===== src/rtl/out_port.sv =====
// Output-port datapath stage: muxes the allocator-selected input phit, strips the route
// field on granted heads, and tracks packet state, packet count and protocol errors.
module out_port #(
    parameter int unsigned W    = 8,
    parameter int unsigned CNTW = 16
) (
    input  logic            clk,
    input  logic            rst,
    input  logic [W-1:0]    in0,
    input  logic [W-1:0]    in1,
    input  logic [W-1:0]    in2,
    input  logic [W-1:0]    in3,
    input  logic [3:0]      select,
    input  logic            shift,
    output logic [W-1:0]    out_phit,
    output logic            out_valid,
    output logic            busy,
    output logic [1:0]      src,
    output logic [CNTW-1:0] pkt_cnt,
    output logic            err
);

    localparam logic [1:0] TYPE_HEAD    = 2'd3;
    localparam logic [1:0] TYPE_PAYLOAD = 2'd2;

    typedef enum logic {
        IDLE = 1'b0,
        PKT  = 1'b1
    } state_t;

    state_t          state, state_nx;
    logic            sel_legal;
    logic [1:0]      sel_idx;
    logic [W-1:0]    sel_phit;
    logic [1:0]      sel_type;
    logic            grant;
    logic [W-1:0]    phit_nx;
    logic            valid_nx;
    logic [1:0]      src_nx;
    logic [CNTW-1:0] cnt_nx;
    logic            err_nx;

    // Radial select decode; anything other than a single set bit selects nothing.
    always_comb begin
        sel_legal = 1'b1;
        sel_idx   = 2'd0;
        sel_phit  = '0;
        case (select)
            4'b0001: sel_phit = in0;
            4'b0010: begin sel_idx = 2'd1; sel_phit = in1; end
            4'b0100: begin sel_idx = 2'd2; sel_phit = in2; end
            4'b1000: begin sel_idx = 2'd3; sel_phit = in3; end
            default: sel_legal = 1'b0;
        endcase
        sel_type = sel_phit[W-1:W-2];
    end

    // Next-state, counter, error and output phit.
    always_comb begin
        state_nx = state;
        src_nx   = src;
        cnt_nx   = pkt_cnt;
        err_nx   = err;
        grant    = shift && sel_legal && (sel_type == TYPE_HEAD);
        valid_nx = sel_legal && sel_type[1];
        phit_nx  = shift ? {sel_type, sel_phit[W-5:0], 2'b00} : sel_phit;

        if ((select != 4'd0) && !sel_legal)
            err_nx = 1'b1;
        // A grant must land on a legally selected head.
        if (shift && !grant)
            err_nx = 1'b1;

        if (grant) begin
            state_nx = PKT;
            src_nx   = sel_idx;
            cnt_nx   = pkt_cnt + CNTW'(1);
        end else if (!shift) begin
            case (state)
                IDLE: begin
                    if (select != 4'd0)
                        err_nx = 1'b1;
                end
                PKT: begin
                    if (select == 4'd0) begin
                        state_nx = IDLE;
                    end else if (!((select == (4'b0001 << src)) && (sel_type == TYPE_PAYLOAD))) begin
                        err_nx   = 1'b1;
                        state_nx = IDLE;
                    end
                end
                default: state_nx = IDLE;
            endcase
        end
    end

    always_ff @(posedge clk) begin
        if (rst) begin
            state     <= IDLE;
            out_phit  <= '0;
            out_valid <= 1'b0;
            busy      <= 1'b0;
            src       <= 2'd0;
            pkt_cnt   <= '0;
            err       <= 1'b0;
        end else begin
            state     <= state_nx;
            out_phit  <= phit_nx;
            out_valid <= valid_nx;
            busy      <= (state_nx == PKT);
            src       <= src_nx;
            pkt_cnt   <= cnt_nx;
            err       <= err_nx;
        end
    end

endmodule


===== config.mk =====
export PLATFORM = sky130hd
export DESIGN_NAME = out_port
export DESIGN_NICKNAME = d
export VERILOG_FILES = /design/src/rtl/out_port.sv
export SDC_FILE = /design/constraint.sdc
export NUM_CORES = 1
export LEC_CHECK = 0
export ABC_AREA = 0
export CAP_MARGIN = 30
export CORE_UTILIZATION = 43
export CTS_CLUSTER_SIZE = 20
export DETAILED_ROUTE_END_ITERATION = 16
export PLACE_DENSITY_LB_ADDON = 0.05
export SYNTH_ARGS = -nofsm -noshare
export SYNTH_HDL_FRONTEND = slang
export SYNTH_SLANG_ARGS = --single-unit
export TNS_END_PERCENT = 5

===== constraint.sdc =====
create_clock -name clk -period 2.25 [get_ports clk]
set_input_delay 0.45 -clock clk [delete_from_list [all_inputs] [get_ports clk]]
set_output_delay 0.45 -clock clk [all_outputs]
set_load 0.02 [all_outputs]

Word level (Yosys, flattened, before mapping). Cells that the tools add are included.

$add $sub $neg: 1. Eq/ne operators: 8. Shift-type cells: 1. Multiplexer cells: 17. Bitwise gates (word level): 1. Reductions and logical operators: 12.

Operators by type and width (count): 8-bit case mux with 4 select lines (1); 16-bit by 1-bit adder with 16-bit output (second input constant) (1); 1-bit two-way mux (13); 1-bit logical AND (6); 6-bit two-way mux (1); 2-bit case mux with 3 select lines (1); 2-bit == test (second input constant) (2); 4-bit by 1-bit == test with 1-bit output (second input constant) (1); 4-bit by 2-bit == test with 1-bit output (second input constant) (1); 4-bit by 3-bit == test with 1-bit output (second input constant) (1); 4-bit == test (1); 4-bit == test (second input constant) (1); 4-bit zero test (1); 4-bit nonzero test (1); 4-bit OR reduction (1); 1-bit by 2-bit << shifter with 4-bit output (first input constant) (1); 1-bit zero test (2); 2-bit by 1-bit != test with 1-bit output (second input constant) (1); 1-bit case mux with 2 select lines (1); 2-bit OR reduction (1); 1-bit inverter (1).

Register bits after elaboration: 29. Input bits: 39. Output and inout port bits: 29. Logic and storage cells: 47.

Logic depth before layout (Yosys ltp).
Word-level depth: 13. Depth in mapped cells: 8. Mapped depth without buffers: 5.

Worst setup path before layout. OpenSTA, ideal clock, no wires.

Path type: input-to-reg. Start point: input select[0]. End point: register pkt_cnt[14]. Arrival time: 1.938 ns. Required time: 2.179 ns. Path slack: 0.241 ns. Stages: 7. Path buffers: 2. Cell sequence: buf_6 -> nand3b_1 -> a211oi_4 -> o221ai_2 -> buf_6 -> or4_1 -> a21oi_1.

Word-level cells in the longest chain between the ends: 5. Elaborated cells between the ends (all ways): 10.

RTL lines: start, declared (RTL line 13) `input logic [3:0] select,`; branches (longest 4 deep; another with 8-bit case mux with 4 select lines); 1-bit logical AND (*) (RTL line 64) `grant = shift && sel_legal && (sel_type == TYPE_HEAD);`; end signal, assigned (RTL line 112) `pkt_cnt <= cnt_nx;`; end, declared (RTL line 19) `output logic [CNTW-1:0] pkt_cnt,`.

Mark *: on every way between the ends. A chain may end at the register's enable or synchronous reset.

Worst setup path after layout.
Start point: input in0[7]. End point: register err.

Word-level cells in the longest chain between the ends: 11. Elaborated cells between the ends (all ways): 14.

RTL lines: start, declared (RTL line 9) `input logic [W-1:0] in0,`; 8-bit case mux with 4 select lines (*) (RTL line 48) `case (select)`; 2-bit == test (RTL line 64); 1-bit logical AND (RTL line 64); 1-bit zero test (RTL line 71) `if (shift && !grant)`; 1-bit logical AND (RTL line 71); 1-bit two-way mux (RTL line 71); 1-bit two-way mux (RTL line 87) `end else if (!((select == (4'b0001 << src)) && (sel_type == TYPE_PAYLOAD))) begin`; 1-bit two-way mux (RTL line 85) `if (select == 4'd0) begin`; 1-bit case mux with 2 select lines (RTL line 79) `case (state)`; 1-bit two-way mux (RTL line 78) `end else if (!shift) begin`; 1-bit two-way mux (*) (RTL line 74) `if (grant) begin`; end signal, assigned (RTL line 113) `err <= err_nx;`; end, declared (RTL line 20) `output logic err`.

Mark *: on every way between the ends. The rest lies on a longest branch, timed or not.

==> results <==
layer usage:
metal	up-vias	share of wire [%]	GRT usage [%]
li1	945	-	-
met1	865	46	30.32
met2	52	47	36.84
met3	12	4.4	5.458
met4	0	2.2	9.167
met5	-	0	0
stage by stage:
stage / std cells / utilization (%) / setup TNS [ns] / setup WS, ns
after detailed placement: 330 / 68.08 / -4.972 / -0.3856
after CTS: 342 / 72.01 / 0 / 0.01206
after global routing: 344 / 73.03 / 0 / 0.04263
after floorplan: 206 / - / 0 / 0.2413
final: 344 / 73.03 / 0 / 0.1533
after global placement: 330 / 68.08 / -4.127 / -0.3101
what timing repair did:
action | in CTS | in global routing
gates resized for setup | 6 | 5
setup endpoints to repair | 9 | 17
pin swaps | 3 | 3
cloned | 1 | 0
setup buffers | 3 | 2
placed cells by master (no fill, tap or decap), types with 8 or more instances in the layout:
cell,instances
or3_1,8
buf_4,31
clkdlybuf4s50_1,63
dfxtp_1,29
or4_1,8
nand2_1,15
nand3_1,11
o21ai_0,13
a21oi_1,18
nor2_1,12
cell type report:
cell class,count,share of cell area [%]
clock inverters,2,0.3716
well taps,48,2.229
inverters,5,0.6967
flip-flops and latches,29,21.55
clock buffers,6,2.694
multi-input cells,156,38.69
repair buffers,98,33.77
cell families (layout without fill, tap and decap cells):
| logic type | after synthesis | count (layout) |
|---|---|---|
| muxes | 1 | 1 |
| and+or+nand+nor | 82 | 82 |
| AOI/OAI and AO/OA | 67 | 68 |
| adders and majority gates | 1 | 1 |
| DFF | 29 | 29 |
| xor gates and xnor gates | 4 | 4 |
| buffers and inverters | 22 | 111 |
state kept, by name (all words and copies together) (netlist names):
name / cells
pkt_cnt: 16
out_phit: 8
src: 2
err: 1
out_valid: 1
state: 1
worst register-to-register path, stage by stage, from the launching register on:
cell and delay [ns]:
dfxtp_1 0.45, nand4_1 0.23, nor3_1 0.30, nand3_1 0.17, or4_1 0.49, a21oi_1 0.14
how the worst max path moves through the flow:
stage	endpoint	start	depth (start not counted)	slack, ns
2_1_floorplan	pkt_cnt[14]	select[0]	7	0.24
3_3_place_gp	pkt_cnt[14]	select[0]	7	-0.31
3_5_place_dp	pkt_cnt[10]	select[0]	7	-0.39
4_1_cts	pkt_cnt[6]	select[1]	8	0.01
5_1_grt	pkt_cnt[15]	in1[6]	7	0.04
6_report	err	in0[7]	8	0.15
power breakdown:
group          switching [mW]  internal (mW)
clock                   0.193          0.214
sequential            0.00294          0.520
combinational          0.0922          0.125
==> key figures <==
Outcome
  – Result of the run: finished clean

Critical path
  – Buffers plus inverters on the worst setup path: 3
  – Type of destination of the critical path: flip-flop
  – Reg-to-Reg Start: pkt_cnt[4]
  – CP Data Required Time: 2.41 ns
  – Category of the critical setup timing path: in2reg
  – Worst stage delay on the critical path: 0.47 ns
  – Critical path launch point type: primary input
  – Count of cells along the worst register-to-register path: 5
  – Data arrival at the endpoint of the critical path: roughly 2.3 ns
  – Register-to-register setup slack: 0.40 ns
  – FF-to-FF End: pkt_cnt[14]
  – Worst-path cell chain: clkdlybuf4s50_1 -> nand3b_1 -> a211oi_4 -> buf_4 -> buf_4 -> nor2_1 -> nand4b_1 -> a221o_1
  – Maximum fanout encountered on the critical timing path: 3
  – CP max-delay cell: clkdlybuf4s50_1
  – Top delay family on crit path: buffers and inverters
  – Crit path top cell by count: buf_4

Timing
  – Number of hold violations in the final report: 0
  – Setup-violating endpoint count in the final report: 0
  – Minimum period implied by the final worst setup slack: between 2 and 2.5 ns
  – Clock skew: 0.006251 ns
  – Top achievable clock speed: around 480 MHz
  – RSZ-0062 raised after global routing: false
  – Actual transition at the worst max-transition pin: 0.3802 ns
  – Post-route clock period utilization: 93.18%
  – Max_slew headroom: approximately 75%
  – Worst hold slack across all endpoints: slightly below 0.5 ns
  – Slew Viols, Final: 0

Synth
  – Biggest area consumer among synthesized cells: dfxtp_1
  – Number of cells produced by synthesis: about 200
  – Fraction of post-synthesis cell area in the top cell type by area: 34.65%
  – Mean post-synth cell area: 8.133 um2
  – Main combinational cell family by area after synthesis: simple AND/OR/NAND/NOR gates
  – Post-Synthesis Cell Area: roughly 1700 um2
  – Most used flip-flop cell after synthesis: dfxtp_1
  – Count of cell types in the netlist: 42
  – Seq cells post-synth: 29
  – Most area-consuming cells after synthesis: dfxtp_1, a21oi_1, o21ai_0
  – Simple-gate area share of the yosys netlist: 28.45%
  – Most instantiated library cell after synthesis: dfxtp_1
  – Fraction of the yosys area taken by sequential cells: 34.65%
  – Fraction of synthesized cell area in xor and xnor cells: 2.091%
  – Async SR Flop Fraction: 0%
  – Compound-cell area share of the yosys netlist: 26.96%
  – Count of yosys warnings during synthesis: 0
  – Multiplexer area fraction after synthesis: 0.5975%
  – EDFF count, synth: 0
  – Synthesized-area fraction occupied by adder cells: 0.7468%
  – Mapped Nets: 246
  – Most numerous cell types in the synthesized netlist: dfxtp_1, a21oi_1, nand2_1

Min path
  – Cell count of the worst hold path: 2
  – Source of the worst hold timing path: pkt_cnt[15]
  – Terminating pin of the worst hold path: pkt_cnt[15]
  – Class of the most critical hold timing path: reg2reg

Final layout
  – Antenna cells: 0
  – Area growth syn-to-layout: 60.79%
  – Cell area after layout: 2694 um2
  – Sequential cell area in the final layout: 580.6 um2
  – Multi-input logic area: 1042 um2
  – Final nets: approximately 340
  – Share of final-layout standard cells stronger than drive strength 1: between 10% and 20%
  – Number of fillers in the final layout: 309

CTS
  – TritonCTS clock tree: yes
  – Total CTS buffers: 5
  – TritonCTS Sinks: 29
  – Reg clk slew, reported paths: ~0.070 ns
  – Clock latency reported for the late side of the worst-skew pair: around 0.28 ns
  – Count of hold buffers inserted by post-cts repair: 0
  – Maximum clock path buffer count: 2
  – Number of H-tree levels: 2
  – CTS root buffer: clkbuf_8

GRT
  – Number of antenna violations at the first check in global routing: 0
  – Wire length of the first global-routing pass: 7493 um
  – Pin count of the biggest net entering global routing: 23
  – GRT Overall Usage: 23.23%
  – GR Overflow Total: 0
  – Via count of the first global-routing pass: roughly 1600

Route
  – Initial detailed-routing violation count: 65
  – Final Routed Wirelength: approximately 4600 um
  – DR vias: 1874
  – Post-DRT Antenna Nets: 0
  – Total iterations of the first detailed-routing run: 4
  – DR DRC count: 0
  – Via/cell ratio: 5.448
  – DR WL/cell: 13.48 um

Floorplan
  – Count of pins on the block boundary: 68
  – Die Y-Extent: ~64 um
  – Placeable Area: 3689 um2
  – Starting density of the core: ~45%
  – Num rows: 22
  – Die ar.: 4150 um2
  – Die width: 64.42 um

Run
  – Max_cap viols: 0

Placed design
  – DPL Wire Length: 3369 um
  – Placed inst area: 2511 um2
  – Last weighted congestion value of the routability-driven placer: about 0.8
  – Quantity of I/O buffers inserted on ports: 67

Power and ir drop
  – Maximum VDD drop: 0.3494 mV
  – Cell Pwr Density: between 400 and 500 nW/um2
  – Total power: 1.147 mW
  – Leakage dissipation: 0.9590 nW
Power figures use the tool's default switching activity.
